<file path="src/rtl/led_matrix_column_scanner.sv">
// rtl/led_matrix_column_scanner.sv - time-multiplexed column scanner for the 5x7 water tank LED matrix
module led_matrix_column_scanner #(
   parameter int unsigned DIVIDER        = 1000,
   parameter int unsigned BLANK_CYCLES   = 50,
   parameter bit          ROW_ACTIVE_LOW = 1'b0
) (
   input  logic       clk,
   input  logic       reset,
   input  logic       enable,
   input  logic [6:0] col0_rows,
   input  logic [6:0] col1_rows,
   input  logic [6:0] col2_rows,
   input  logic [6:0] col3_rows,
   input  logic [6:0] col4_rows,
   output logic [4:0] columns,
   output logic [6:0] rows,
   output logic       frame_start
);

   localparam int unsigned CW         = (DIVIDER > 2) ? $clog2(DIVIDER) : 1;
   localparam logic [CW-1:0] CNT_LAST   = CW'(DIVIDER - 1);
   localparam logic [CW-1:0] BLANK_LAST = CW'(BLANK_CYCLES - 1);
   // XOR with this both produces the off value and applies the row polarity
   localparam logic [6:0]  ROWS_OFF   = ROW_ACTIVE_LOW ? 7'h7F : 7'h00;
   localparam logic [2:0]  COL_LAST   = 3'd4;

   typedef enum logic [1:0] {
      S_IDLE,
      S_BLANK,
      S_DRIVE
   } state_t;

   state_t           state_q, state_d;
   logic [2:0]       col_q, col_d;
   logic [CW-1:0]    cnt_q, cnt_d;
   logic [4:0][6:0]  snap_q, snap_d;
   logic [4:0]       columns_q, columns_d;
   logic [6:0]       rows_q, rows_d;
   logic             frame_start_q, frame_start_d;
   logic [4:0][6:0]  snap_in;

   assign snap_in = {col4_rows, col3_rows, col2_rows, col1_rows, col0_rows};

   // Next-state and next-output logic; outputs are computed for the state being entered
   always_comb begin
      state_d       = state_q;
      col_d         = col_q;
      cnt_d         = cnt_q;
      snap_d        = snap_q;
      columns_d     = 5'b11111;
      rows_d        = ROWS_OFF;
      frame_start_d = 1'b0;
      case (state_q)
         S_IDLE: begin
            if (enable) begin
               state_d       = S_BLANK;
               col_d         = 3'd0;
               cnt_d         = '0;
               snap_d        = snap_in;
               frame_start_d = 1'b1;
            end
         end
         S_BLANK: begin
            if (!enable) begin
               state_d = S_IDLE;
               col_d   = 3'd0;
               cnt_d   = '0;
            end else begin
               cnt_d = cnt_q + CW'(1);
               if (cnt_q == BLANK_LAST) begin
                  state_d   = S_DRIVE;
                  columns_d = ~(5'b00001 << col_q);
                  rows_d    = snap_q[col_q] ^ ROWS_OFF;
               end
            end
         end
         S_DRIVE: begin
            if (!enable) begin
               state_d = S_IDLE;
               col_d   = 3'd0;
               cnt_d   = '0;
            end else if (cnt_q == CNT_LAST) begin
               state_d = S_BLANK;
               cnt_d   = '0;
               if (col_q == COL_LAST) begin
                  // Frame wrap: new snapshot so the next frame is tear-free
                  col_d         = 3'd0;
                  snap_d        = snap_in;
                  frame_start_d = 1'b1;
               end else begin
                  col_d = col_q + 3'd1;
               end
            end else begin
               cnt_d     = cnt_q + CW'(1);
               columns_d = ~(5'b00001 << col_q);
               rows_d    = snap_q[col_q] ^ ROWS_OFF;
            end
         end
         default: begin
            state_d = S_IDLE;
            col_d   = 3'd0;
            cnt_d   = '0;
         end
      endcase
   end

   // Scanner state and registered outputs; reset blanks the matrix immediately
   always_ff @(posedge clk or posedge reset) begin
      if (reset) begin
         state_q       <= S_IDLE;
         col_q         <= 3'd0;
         cnt_q         <= '0;
         snap_q        <= '0;
         columns_q     <= 5'b11111;
         rows_q        <= ROWS_OFF;
         frame_start_q <= 1'b0;
      end else begin
         state_q       <= state_d;
         col_q         <= col_d;
         cnt_q         <= cnt_d;
         snap_q        <= snap_d;
         columns_q     <= columns_d;
         rows_q        <= rows_d;
         frame_start_q <= frame_start_d;
      end
   end

   assign columns     = columns_q;
   assign rows        = rows_q;
   assign frame_start = frame_start_q;

endmodule

</file>
<file path="config.mk">
export PLATFORM = sky130hd
export DESIGN_NAME = led_matrix_column_scanner
export DESIGN_NICKNAME = d
export VERILOG_FILES = /design/src/rtl/led_matrix_column_scanner.sv
export SDC_FILE = /design/constraint.sdc
export NUM_CORES = 1
export LEC_CHECK = 0
export ABC_CLOCK_PERIOD_IN_PS = 5300
export CAP_MARGIN = 20
export CORE_MARGIN = 5
export CORE_UTILIZATION = 57
export CTS_CLUSTER_DIAMETER = 200
export DETAILED_ROUTE_END_ITERATION = 8
export PLACE_DENSITY = 0.95
export SYNTH_ARGS = -nofsm -noshare
export SYNTH_HDL_FRONTEND = slang
export SYNTH_SLANG_ARGS = --single-unit
</file>
<file path="constraint.sdc">
create_clock -name clk -period 5.3 [get_ports clk]
set_input_delay 0.795 -clock clk [delete_from_list [all_inputs] [get_ports clk]]
set_output_delay 0.795 -clock clk [all_outputs]
set_load 0.1 [all_outputs]
</file>
# Word level (Yosys, flattened, before mapping)
# Index checks and enable logic that the tools add are counted.
[totals]
register_bits = 63
wordCells = 72
[op_classes]
addsub = 2
n_lt_le_gt_ge = 1
eq_ne = 12
shift = 1
mux = 39
bitwise = 1
reduce_logical = 5
[op_table]
columns = ["operator", "count"]
rows = [
  ["$mux W35", 4],
  ["$pmux W35 S2", 1],
  ["$mux W10", 4],
  ["$mux W7", 5],
  ["$pmux W10 S3", 1],
  ["$bmux W7 S3", 1],
  ["$mux W5", 4],
  ["$mux W3", 5],
  ["$pmux W7 S2", 1],
  ["$add A10 B1 Y10 const B", 1],
  ["$eq A10 B10 Y1 const B", 1],
  ["$eq A10 B6 Y1 const B", 1],
  ["$mux W2", 5],
  ["$ne A2 B2 Y1 const B", 5],
  ["$pmux W5 S2", 1],
  ["$pmux W3 S3", 1],
  ["$ne A3 B3 Y1 const B", 2],
  ["$pmux W2 S3", 1],
  ["$reduce_and A3 Y1", 2],
  ["$not A5 Y5", 1],
  ["$reduce_and A5 Y1", 1],
  ["$shl A1 B3 Y5 const A", 1],
  ["$lt A3 B4 Y1 const B", 1],
  ["$mux W1", 4],
  ["other kinds (7)", 7],
]

# Logic depth before layout (Yosys ltp)
# Gate-level depths: netlist of run 1.
[depth]
word_depth = 5
depth_mapped = 8
ltp_nobuf = 6

# Worst setup path after synthesis of run 1
# Ideal clock, no wire load.
[synth_timing]
path_type = "register -> register"
from = "register col_q[0]"
to = "register snap_q[0] (netlist name)"
setup_ps = 125
arrival_ps = 1905
required_time_ps = 5175
slack_ps = 3270
path_stages_with_launch = 9
period_less_slack_ps = 2030
path_cell_list = "dfrtp_1 > buf_1 > inv_1 > ha_1 > nand2_1 > o31a_1 > buf_6 > buf_12 > mux2_4"
[synth_between]
elab_chain_len = 3
[synth_lines]
columns = ["element", "line", "rtl"]
rows = [
  ["start, declared", "34", "logic [2:0] col_q, col_d;"],
  ["start signal, assigned", "119", "col_q <= col_d;"],
  ["$eq A3 B3 Y1", "85", "if (col_q == COL_LAST) begin"],
  ["$ne A2 B2 Y1 (no line)", "n/a", ""],
  ["$reduce_and A5 Y1 (no line)", "n/a", ""],
  ["end signal, assigned", "121", "snap_q <= snap_d;"],
  ["end, declared", "36", "logic [4:0][6:0] snap_q, snap_d;"],
]
# Every way passes these cells.
# A chain may end at the register's enable or synchronous reset.

# Final worst setup path of run 1
[layout_timing]
from = "register columns_q[0] (netlist: columns[0])"
to = "output columns[0]"
[layout_rtl]
columns = ["element", "line", "rtl"]
rows = [
  ["start, declared", "37", "logic [4:0] columns_q, columns_d;"],
  ["start signal, assigned", "122", "columns_q <= columns_d;"],
  ["end, declared", "15", "output logic [4:0] columns,"],
]
# No word-level cell between the ends.

==> summary by stage, run 1 <==
Logic synthesis
In the synthesized netlist, mux cells make up 22.7% of the area. The fraction of synthesized cell area taken by the top area cell type is 45.8%. The register bit count reported by yosys is between 60 and 70. The mapped cell area is 3170 µm². Sorting the synthesized cells by how often they occur yields 58 x sky130_fd_sc_hd__dfrtp_1, 30 x sky130_fd_sc_hd__mux2_4, 13 x sky130_fd_sc_hd__nor3_1. Of all cell types, the one taking the most synthesized area is sky130_fd_sc_hd__dfrtp_1. The synthesized netlist devotes 4.35% of its cell area to adder and majority cells. Sorting the synthesized cells by area gives the leading types as sky130_fd_sc_hd__dfrtp_1 46%, sky130_fd_sc_hd__mux2_4 14%, sky130_fd_sc_hd__mux4_2 5.0%, sky130_fd_sc_hd__ha_1 4.3%, sky130_fd_sc_hd__dfstp_2 4.1%.

The most used flip-flop cell after synthesis is sky130_fd_sc_hd__dfrtp_1. The post-synthesis sequential area ratio is between 40% and 50%. Counting flops with a built-in enable in the synthesized netlist gives 0. Of the total synthesized cell area, the portion taken by XOR and XNOR cells is 2.21%.

The synthesized netlist devotes 6.56% of its cell area to compound gates. For this run, asynchronously set or reset flops after synthesis account for 100%. The synthesized netlist devotes 8.93% of its cell area to simple gates. The Yosys step of the flow raised 0 warnings.

The number of different library cells used by synthesis comes to 39. The dominant combinational cell family by area after synthesis is multiplexers. The number of nets produced by synthesis is 290.

Synthesis produced 241 cells. The synthesized area divided by synthesized cell count is ~13 µm². By instance count, the leading cell after synthesis is sky130_fd_sc_hd__dfrtp_1.

Pwr
The power density of the placed cells is 503 nW/µm². The peak supply drop is 0.329 mV. In this run the static leakage power is 1.69 nW.

Placement
The port buffer count is 50. The cell area after placement is 3650 µm². OpenSTA, run right after detailed placement, puts the worst setup slack at roughly 2.2 ns. The final weighted congestion in routability-driven placement is approximately 0.79. The HPWL after detailed placement is 4210 µm.

Routing
The antenna violation net count after detailed routing is 0. The total detailed-routing wirelength is 6090 µm. In the final routed layout, each cell accounts on average for 16.5 µm.

The first detailed-routing pass ran for 4 iterations. The routed layout has between 2,000 and 2,500 vias. In the routed design, unresolved DRC markers number 0. After the first detailed-routing iteration, the DRC count stood at 149. The via-per-instance ratio is 5.56.

Run status
The flow ran to the end, and the final reports show no timing, DRC or antenna violations.

Worst setup path
STA puts the critical path data required time at roughly 4.5 ns. The signal on the critical path passes through clkdlybuf4s50_1. Counting both buffers and inverters, the worst setup path holds a total of 1. In this run the worst setup path begins at columns[0]$_DFF_PP1_. The startpoint identified for the worst register-to-register timing path is col_q[0]$_DFFE_PP0P_.

At the worst endpoint, the arrival time is roughly 2.0 ns. The endpoint identified for the worst register-to-register timing path is snap_q[13]$_DFFE_PP0P_. In this run the number of cells on the critical path is 1. The largest single stage delay on the critical path is between 1 and 1.5 ns. The largest individual stage delay along the critical path comes from the cell sky130_fd_sc_hd__clkdlybuf4s50_1. The most critical setup path has its endpoint at columns[0]. The worst setup path is of the register to output port kind. The worst register-to-register path has a depth of 6. The kind of end point of the critical path is an output port. Grouping stages by cell kind, the critical path spends the most delay in buffers and inverters. STA classifies the critical path startpoint as a register.

The reg2reg setup slack is 2.89 ns. Of all nets on the critical path, the largest fanout is 1.

Clock network
The clock reaches the later pin of the worst-skew pair after 0.34 ns. The total of hold buffers inserted after clock tree synthesis is 0. Clock-pin slew was measured on the worst setup and hold paths at 0.07 ns.

In this run the deepest clock path goes through 2 buffers. The number of clock buffers inserted by TritonCTS is 9. The number of H-tree levels is 3. The number of cells upsized or downsized after cts is 0. The master cell of the clock root buffer is sky130_fd_sc_hd__clkbuf_8. The clock sink count is 63. The CTS tree is yes.

After clock tree synthesis, the setup repair step added 0 buffers.

Global route
The number of global-route vias before repair is approximately 2,100. The initial antenna violation count is 0. In the global route stage, overall resource usage came out at 18.6%.

The first-pass GRT wire length is 10,300 µm. After global routing the overflow that remains totals 0. The pin count of the biggest net entering global routing is 64.

Cells and area
The post-route standard cell area excluding fillers is 3840 µm². The layout filler cell count is 358. The area added between synthesis and finish is 21.4%. For this run, the post-layout net count is 341. Of the cells placed in the final design, the portion with a size suffix greater than 1 is 24.9%. The repair_antennas step left the layout with diodes totalling 0.

Timing
The final critical delay including setup and external delays is 2.76 ns. Adding up every negative setup slack in the final design gives 0 ns. The number of hold violations in the final report was 0. The worst setup slack after layout is ~2.5 ns. The worst setup skew after layout is 0.00770 ns. The relative slew slack is between 30% and 40%. Based on the critical path, the design can be clocked at up to 362 MHz. Setup repair after global routing left no endpoint under its margin. Setup violations remaining at the end of the flow were counted as 0. Hold is met by slightly above 0.5 ns.

For the pin with the worst max-slew slack, the measured transition is 0.972 ns. In the finished design, the share of the clock period the worst path needs comes to between 50% and 60%. The count of final max-slew check failures is 0.

Die
The placeable core area is 5440 µm². The number of primary I/O pins is 51. The effective utilization at floorplan is 58.2%. The die extent in x is 84.5 µm. The floorplan step defined a die boundary enclosing 7150 µm². The die is 84.5 µm tall. The initialized floorplan defines 27 standard-cell rows.

Flow run
The reported max-cap violation count is 0.

Worst hold path
The worst hold path class is register to register.
-- sequential cells by signal, summed over array words and instances (netlist names) --
| signal | count |
|---|---|
| frame_start | 1 |
| col_q | 3 |
| snap_q | 35 |
| rows | 7 |
| state_q | 2 |
| columns | 5 |
| cnt_q | 10 |
-- worst reg2reg max path, delay by kind of cell (launching register included) --
kind	cells	cell delay, ns
muxes	1	0.40
adders and majority gates	1	0.26
AOI/OAI and AO/OA	1	0.34
DFF	1	0.74
buffers and inverters	2	0.43
and+or+nand+nor	1	0.13
-- placed cells by master (no fill, tap or decap), types with 2 or more instances in the layout --
| master | Yosys | final |
|---|---|---|
| sky130_fd_sc_hd__a21oi_1 | 9 | 9 |
| sky130_fd_sc_hd__a22oi_1 | 7 | 7 |
| sky130_fd_sc_hd__a31oi_1 | 3 | 3 |
| sky130_fd_sc_hd__buf_4 | 1 | 2 |
| sky130_fd_sc_hd__clkbuf_8 | 0 | 11 |
| sky130_fd_sc_hd__clkdlybuf4s50_1 | 0 | 50 |
| sky130_fd_sc_hd__clkinv_2 | 0 | 4 |
| sky130_fd_sc_hd__dfrtp_1 | 58 | 58 |
| sky130_fd_sc_hd__dfstp_2 | 5 | 5 |
| sky130_fd_sc_hd__ha_1 | 11 | 11 |
| sky130_fd_sc_hd__inv_1 | 11 | 10 |
| sky130_fd_sc_hd__mux2_2 | 9 | 9 |
| sky130_fd_sc_hd__mux2_4 | 30 | 30 |
| sky130_fd_sc_hd__mux4_2 | 7 | 7 |
| sky130_fd_sc_hd__nand2_1 | 10 | 10 |
| sky130_fd_sc_hd__nand3_1 | 9 | 9 |
| sky130_fd_sc_hd__nand4_1 | 4 | 4 |
| sky130_fd_sc_hd__nor2_1 | 7 | 7 |
| sky130_fd_sc_hd__nor3_1 | 13 | 13 |
| sky130_fd_sc_hd__nor4_1 | 2 | 2 |
| sky130_fd_sc_hd__o21ai_0 | 11 | 11 |
| sky130_fd_sc_hd__xnor2_1 | 6 | 6 |
| sky130_fd_sc_hd__xor2_1 | 2 | 2 |
-- cell type report --
type | count | area, µm² | share of cell area [%]
inverters | 11 | 41.3 | 1.07
clock buffers | 12 | 155 | 4.04
repair buffers | 53 | 536 | 13.9
clock inverters | 4 | 20.0 | 0.521
well taps | 72 | 90.1 | 2.34
flip-flops and latches | 63 | 1580 | 41.2
multi-input cells | 154 | 1420 | 36.9
-- routing by layer --
layer,vias to the layer above,GRT usage (%),wire length (µm)
li1,974,-,-
met4,0,9.21,170
met1,1000,23.7,2560
met5,-,0,0
met2,59,30.5,3070
met3,18,3.34,288
-- where the power goes --
part	switching, mW	internal, mW	leakage (nW)
clock network	0.180	0.192	0.0959
registers	0.107	0.663	0.780
logic	0.383	0.409	0.817
total	0.670	1.26	1.69
-- per-stage QoR --
| step | cells | utilization, % | power [mW] |
|---|---|---|---|
| 4_1_cts | 368 | 70.3 | 1.94 |
| 5_1_grt | 369 | 70.7 | 2.04 |
| 2_1_floorplan | 241 | - | 1.43 |
| 3_3_place_gp | 352 | 67.1 | 1.52 |
| 6_report | 369 | 70.7 | 1.93 |
| 3_5_place_dp | 352 | 67.1 | 1.56 |
-- logic make-up (layout without fill, tap and decap cells) --
logic type | after synthesis | count (layout)
mux | 47 | 47
fa+ha+maj | 11 | 11
compound gates | 35 | 35
buf+inv | 24 | 80
simple gates | 53 | 53
xor+xnor | 8 | 8
flops | 63 | 63
-- worst min-delay path by stage --
stage	startpoint	to	depth (start not counted)
after floorplan	snap_q[13]$_DFFE_PP0P_	snap_q[13]$_DFFE_PP0P_	1
after global placement	snap_q[16]$_DFFE_PP0P_	snap_q[16]$_DFFE_PP0P_	1
after detailed placement	snap_q[4]$_DFFE_PP0P_	snap_q[4]$_DFFE_PP0P_	1
after CTS	snap_q[10]$_DFFE_PP0P_	snap_q[10]$_DFFE_PP0P_	1
after global routing	snap_q[14]$_DFFE_PP0P_	snap_q[14]$_DFFE_PP0P_	1
final	snap_q[23]$_DFFE_PP0P_	snap_q[23]$_DFFE_PP0P_	1
No activity file was read; power rests on OpenSTA's default activity.
==> run 2, diff against run 1 <==
Settings changed: ABC_CLOCK_PERIOD_IN_PS 5300 to 2800, CORE_UTILIZATION 57 to 53, PLACE_DENSITY 0.95 to 0.9.
Clock period 5.3 ns to 2.8 ns, I/O delays scaled along.
==> summary by stage, run 2 (synthesized netlist as in run 1, its figures left out) <==
Cells and area
In the layout the commonest cells are 58 x sky130_fd_sc_hd__dfrtp_1, 37 x sky130_fd_sc_hd__clkdlybuf4s50_1, 30 x sky130_fd_sc_hd__mux2_4, 18 x sky130_fd_sc_hd__buf_4, 13 x sky130_fd_sc_hd__nor3_1. From synthesis to final layout, the design area changed by 21.6%. The most common cell after layout, fill and taps aside is sky130_fd_sc_hd__dfrtp_1.

For this run, the post-layout net count is 344. The layout filler cell count is 432. Cells fill 65.8% of the core in the end. Counting flops per register, the top entry is snap_q. The number of flip-flops under the largest register name is 35. In the final layout, the share of cells above drive strength 1 is 30.0%. The final antenna diode count is 0.

Flow run
The reported max-cap violation count is 0.

Pwr
Summed over all cells, the static leakage comes to 1.73 nW. The share of power burned in the clock network is 20.3%. The internal power of the cells totals 2.43 mW. The share of power burned in combinational logic is 41.2%. Dividing total power by cell area gives a power density of 979 nW/µm².

The net switching fraction of the power is a little over a third. The sequential power share is 38.5%. The switching power is 1.33 mW. The worst-case IR drop observed on VDD is 0.600 mV.

Routing
The average wire per standard cell is 17.7 µm. The detailed router finished its first iteration with 100 violations. The total detailed-routing wirelength is 6630 µm. The first detailed-routing pass ran for 4 iterations. The routed layout has 2,102 vias.

After detailed routing, the number of remaining DRC violations is 0. Using the TritonRoute via totals, the vias-per-cell ratio works out to 5.61. The antenna violation net count after detailed routing is 0.

Timing
The number of hold violations in the final report is 0. The worst path uses 83.4% of the clock period. The relative slew slack is about 44%. The worst setup skew after layout is 0.0123 ns. The routed design could run at a clock period as short as 2.33 ns.

At the pin with the least slew margin, the transition time is 0.838 ns. Setup violations remaining at the end of the flow were counted as 0. The highest clock rate is approximately 430 MHz. Setup repair after global routing left no endpoint under its margin. For the final routed database, the setup TNS stands at 0 ns. The count of final max-slew check failures is 0.

Worst setup path
The endpoint identified for the worst register-to-register timing path is snap_q[16]$_DFFE_PP0P_. The cell depth of the worst flop-to-flop path is 6. The largest single stage delay on the critical path is approximately 0.6 ns. The largest individual stage delay along the critical path comes from the cell sky130_fd_sc_hd__o31a_2. The data required time at the worst endpoint is 3.04 ns. The critical path contains buffers and inverters numbering 2 combined. The signal on the critical path passes through inv_1 -> ha_1 -> nand3b_1 -> o31a_2 -> buf_12 -> mux2_2.

Tracing the worst setup path back leads to its startpoint at state_q[0]$_DFFE_PP0P_. The critical path data arrival time is 2.57 ns. On the critical path the largest part of the delay comes from compound AO/OA/AOI/OAI gates. The worst reg2reg path startpoint is state_q[0]$_DFFE_PP0P_.

The nature of the critical path startpoint is a register. STA classifies the critical path endpoint as a register. The setup path with the least slack is of type register to register.

The top fanout value on the critical path is 18. The reg2reg setup slack is 0.47 ns.

Clock network
The CTS tree is yes. The number of clock buffers added by TritonCTS is 9. The longest clock path from root to sink contains 2 buffers.

The number of gates resized after CTS was 0. The number of hold buffers added after CTS was 0. Post-CTS timing repair inserted 0 buffers for setup. The clock reaches the later pin of the worst-skew pair after around 0.35 ns.

The number of H-tree levels is 3. In this run the clock root is driven by a sky130_fd_sc_hd__clkbuf_8. Clock tree synthesis found a total of 63 sinks. Clock-pin slew was measured on the worst setup and hold paths at 0.07 ns.

Die
After floorplanning, the core was sized to cover 5850 µm². The effective utilization at floorplan is between 50% and 60%. The die extent in x is 87.3 µm. From bottom edge to top edge, the die measures 87.3 µm. The floorplan die area is approximately 7600 µm². The number of rows in the core area is 28.

In this run the count of I/O pins placed on the die edge is between 50 and 60.

Worst hold path
The path class of the tightest hold or removal check is input pin to async pin.

Placement
Port buffering added 50 buffers. At the end of routability-driven placement, the weighted congestion stood at 0.853. The HPWL after detailed placement is 4530 µm.

Global route
The number of global-route vias before repair is 2,140. The first-pass GRT wire length is 10,600 µm. The pin count of the biggest net entering global routing is 32. The initial antenna violation count is 0.

The total global routing overflow is 0. Global routing consumed, over all layers together, roughly 19% of the routing resources.

Run status
The run finished with clean final reports.
## run 2: cell count changes in the layout (fill, tap and decap cells not counted)
cell	delta
sky130_fd_sc_hd__buf_4	+16
sky130_fd_sc_hd__bufinv_16	+1
sky130_fd_sc_hd__clkbuf_8	-2
sky130_fd_sc_hd__clkdlybuf4s50_1	-13
sky130_fd_sc_hd__clkinv_2	-1
sky130_fd_sc_hd__clkinv_4	+1
sky130_fd_sc_hd__clkinvlp_4	+1
## run 2: through the flow
stage                     total power [mW]  hold WS (ns)  setup slack (ns)  cell area, µm²  cells
after floorplan                       2.71         0.474             0.770            3170    241
after global placement                2.91         0.483             0.366            3660    359
after detailed placement              2.99         0.489             0.299            3660    359
after CTS                             3.78         0.495             0.485            3850    375
after global routing                  3.95         0.525             0.341            3850    375
final                                 3.77         0.471             0.465            3850    375
## run 2: worst reg2reg max path: cells and delay by family, from the launching register on
family,cells,cell delay [ns]
buffers and inverters,2,0.36
AND/OR/NAND/NOR,1,0.16
adder cells (fa/ha/maj),1,0.35
multiplexers,1,0.35
AO/OA/AOI/OAI,1,0.59
flip-flops,1,0.41
## run 2: layer usage
layer	vias up	global-route usage [%]	part of all wire [%]
met3	10	3.03	5.6
met5	-	0	0
met1	1047	24.0	42
li1	980	-	-
met4	0	8.93	1.7
met2	65	30.3	51
## run 2: area by class of cell
class | instances | area [µm²] | share of cell area, %
timing repair buffer | 56 | 526 | 13.6
clock inverter | 6 | 61.3 | 1.59
tap | 75 | 93.8 | 2.44
sequential | 63 | 1580 | 41.1
clock buffer | 10 | 128 | 3.31
inverter | 11 | 41.3 | 1.07
multi-input combinational | 154 | 1420 | 36.8
## run 2: power groups by stage
stage                     registers (mW)  clock network (mW)  logic, mW
after floorplan                     1.67                   0       1.04
after global placement              1.43                   0       1.49
after detailed placement            1.45                   0       1.54
after CTS                           1.45               0.781       1.55
after global routing                1.48               0.813       1.65
final                               1.45               0.766       1.55
## run 2: how the worst max path moves through the flow
stage / to / cells after the start
finish: snap_q[16]$_DFFE_PP0P_ / 6
global route: snap_q[14]$_DFFE_PP0P_ / 6
CTS: snap_q[14]$_DFFE_PP0P_ / 6
floorplan: snap_q[0]$_DFFE_PP0P_ / 8
global placement: snap_q[14]$_DFFE_PP0P_ / 5
detailed placement: snap_q[14]$_DFFE_PP0P_ / 5
==> run 3, diff against run 2 <==
Settings changed: ABC_CLOCK_PERIOD_IN_PS 2800 to 1900, CORE_UTILIZATION 53 to 48, PLACE_DENSITY 0.9 to 0.87.
Clock period 2.8 ns to 1.9 ns, I/O delays scaled along.
==> summary by stage, run 3 (synthesized netlist as in run 1, its figures left out) <==
Routing
The met3 wire length is roughly 350 µm. The DRC violation count after routing is 0. The average wire per standard cell is 17.5 µm. The number of DRC markers after the initial detailed-route iteration is 90. The antenna violation net count after detailed routing is 0.

The routed design has 6950 µm of wire. In the routed layout, each cell is associated on average with a via count of 5.52. Summing over every cut layer, the via total after detailed routing is 2,186.

The sum of routed wire segments on met1 is 2960 µm. The wire length on met2 is 3520 µm. The highest metal layer carrying signal wires in the routed design is met4.

The first detailed-routing pass ran for 4 iterations.

Placement
The HPWL after detailed placement is just under 5000 µm. The port buffer count is 50. The final weighted congestion in routability-driven placement is 0.843. Before CTS, the worst setup slack after placement is -0.0477 ns.

Pwr
Summed over all cells, the static leakage comes to around 1.9 nW. The peak supply drop is 1.18 mV. In this run the power density over the cells is 1460 nW/µm².

Cells and area
The layout cell share with drive strength beyond 1 is around two fifths. For this run, the post-layout net count is 363. The top cell types in the final layout, fill and taps aside, are 58 x sky130_fd_sc_hd__dfrtp_1, 37 x sky130_fd_sc_hd__clkdlybuf4s50_1, 30 x sky130_fd_sc_hd__mux2_4, 30 x sky130_fd_sc_hd__buf_4, 11 x sky130_fd_sc_hd__o21ai_0. The register with the most flip-flops in the layout has 35 of them.

The top register by number of flip-flops is snap_q. The area added between synthesis and finish is 33.3%. Cells fill about 66% of the core in the end. The layout filler cell count is 439.

The most common cell after layout, fill and taps aside is sky130_fd_sc_hd__dfrtp_1. The final antenna diode count is 0.

Clock network
The clock sink count is 63. No sink is reached through more buffers than the 2 on the longest clock path. After clock tree synthesis, the clock-pin slew on the worst setup and hold paths is 0.07 ns. The number of clock buffers added by TritonCTS is 9.

The total of hold buffers inserted after clock tree synthesis is 0. The latest clock arrival within the worst-skew pair is 0.35 ns. The master cell of the clock root buffer is sky130_fd_sc_hd__clkbuf_8. TritonCTS built the clock tree. Buffers added to address setup during post-CTS repair amount to 0. The number of H-tree levels is 3.

Die
The initial utilization of the core area, before any placement, comes to between 40% and 50%. The die covers around 8300 µm². For this design the top-level I/O count stands at just over 50. The number of rows in the core area is 29.

The die outline height is 91.2 µm. The placeable core area is 6390 µm². The die is 91.2 µm wide.

Worst setup path
The cell with the biggest individual delay on the critical path is sky130_fd_sc_hd__dfrtp_1. The sum of buffers and inverters on the critical path is 2. STA classifies the critical path endpoint as a register.

Data arrives at the worst endpoint at 2.09 ns. Of all nets on the critical path, the largest fanout is 7. The worst setup path category is register to register.

The nature of the critical path startpoint is a register. The total number of cells along the worst setup path is 7. STA puts the critical path data required time at 2.13 ns. The worst register-to-register path begins at state_q[1]$_DFFE_PP0P_. The kind of cell with the highest combined delay on the critical path is simple AND/OR/NAND/NOR gates. The most critical setup path has its startpoint at state_q[1]$_DFFE_PP0P_.

The cell depth of the worst flop-to-flop path is 7. In this design, the stage delay of the slowest critical-path cell is 0.44 ns. Traced cell by cell, the critical path runs through inv_1 -> ha_1 -> nor2b_1 -> buf_4 -> nor4b_2 -> xnor2_1 -> a21oi_1.

Run status
The run finished with clean final reports.

Timing
Setup violations remaining at the end of the flow were counted as 0. Measured against its own limit, the worst slew margin works out to approximately two thirds. The worst path meets setup with 0.0425 ns of slack. The number of hold violations in the final report is 0. The transition at the pin with the smallest max-transition slack is 0.479 ns. The count of final max-slew check failures came to 0. The post-route fraction of the period consumed by the critical path is a little over nine tenths. Setup repair after global routing could not meet its margin everywhere. For the final database, setup skew stands at 0.0101 ns. Timing would allow up to 538 MHz. The final critical delay including setup and external delays is about 1.9 ns.

Worst hold path
In this run the worst hold path is classified as input pin to async pin.

Flow run
Max-cap violations in this run came to 0.

Global route
The initial antenna violation count came to 0. The first-pass GRT wire length is 11,300 µm. The number of global-route vias before repair is ~2,300. The total global routing overflow is 0. The global routing usage summed across all routing layers is around 17%. The pin count of the biggest net entering global routing is 52.
## run 3: worst paths after layout
check | to | slack (ns)
min in group clk | snap_q[23]$_DFFE_PP0P_ | 0.51
hold / removal | snap_q[12]$_DFFE_PP0P_ | 0.20
setup reg to reg | cnt_q[9]$_DFFE_PP0P_ | 0.04
setup / recovery | cnt_q[9]$_DFFE_PP0P_ | 0.04
max in group asynchronous | columns[3]$_DFF_PP1_ | 1.09
hold reg to reg | snap_q[23]$_DFFE_PP0P_ | 0.51
## run 3: stage by stage
step	cell area (µm²)	setup TNS, ns	instances	total power [mW]	hold slack, ns
after floorplan	3170	0	241	3.99	0.434
after global placement	3890	-0.0146	380	4.54	0.484
after detailed placement	3890	-0.728	380	4.66	0.491
after CTS	4160	0	396	6.13	0.193
after global routing	4220	-0.466	396	6.45	0.228
final	4220	0	396	6.16	0.203
## run 3: metal layers
metal,up-vias,GRT usage (%)
li1,1014,-
met1,1097,21.5
met2,64,27.9
met3,11,5.45
met4,0,6.36
met5,-,0
## run 3: report_power, final
| part | internal (mW) | switching (mW) | leakage (nW) |
|---|---|---|---|
| Combinational | 1.36 | 1.21 | 1.01 |
| Sequential | 1.85 | 0.301 | 0.780 |
| Clock | 0.875 | 0.561 | 0.123 |
| Total | 4.09 | 2.07 | 1.91 |
## run 3: layout make-up
cell class                      instances  area [µm²]  area share (%)
Clock buffer                            9         124            2.93
Clock inverter                          7         121            2.87
Inverter                               11        41.3           0.978
Multi-Input combinational cell        154        1500            35.5
Sequential cell                        63        1580            37.5
Tap cell                               77        96.3            2.28
Timing Repair Buffer                   75         756            17.9
## run 3: what timing repair did
action	CTS	global route
resized for setup	3	13
endpoints found under the setup margin	22	47
pin swaps	1	0
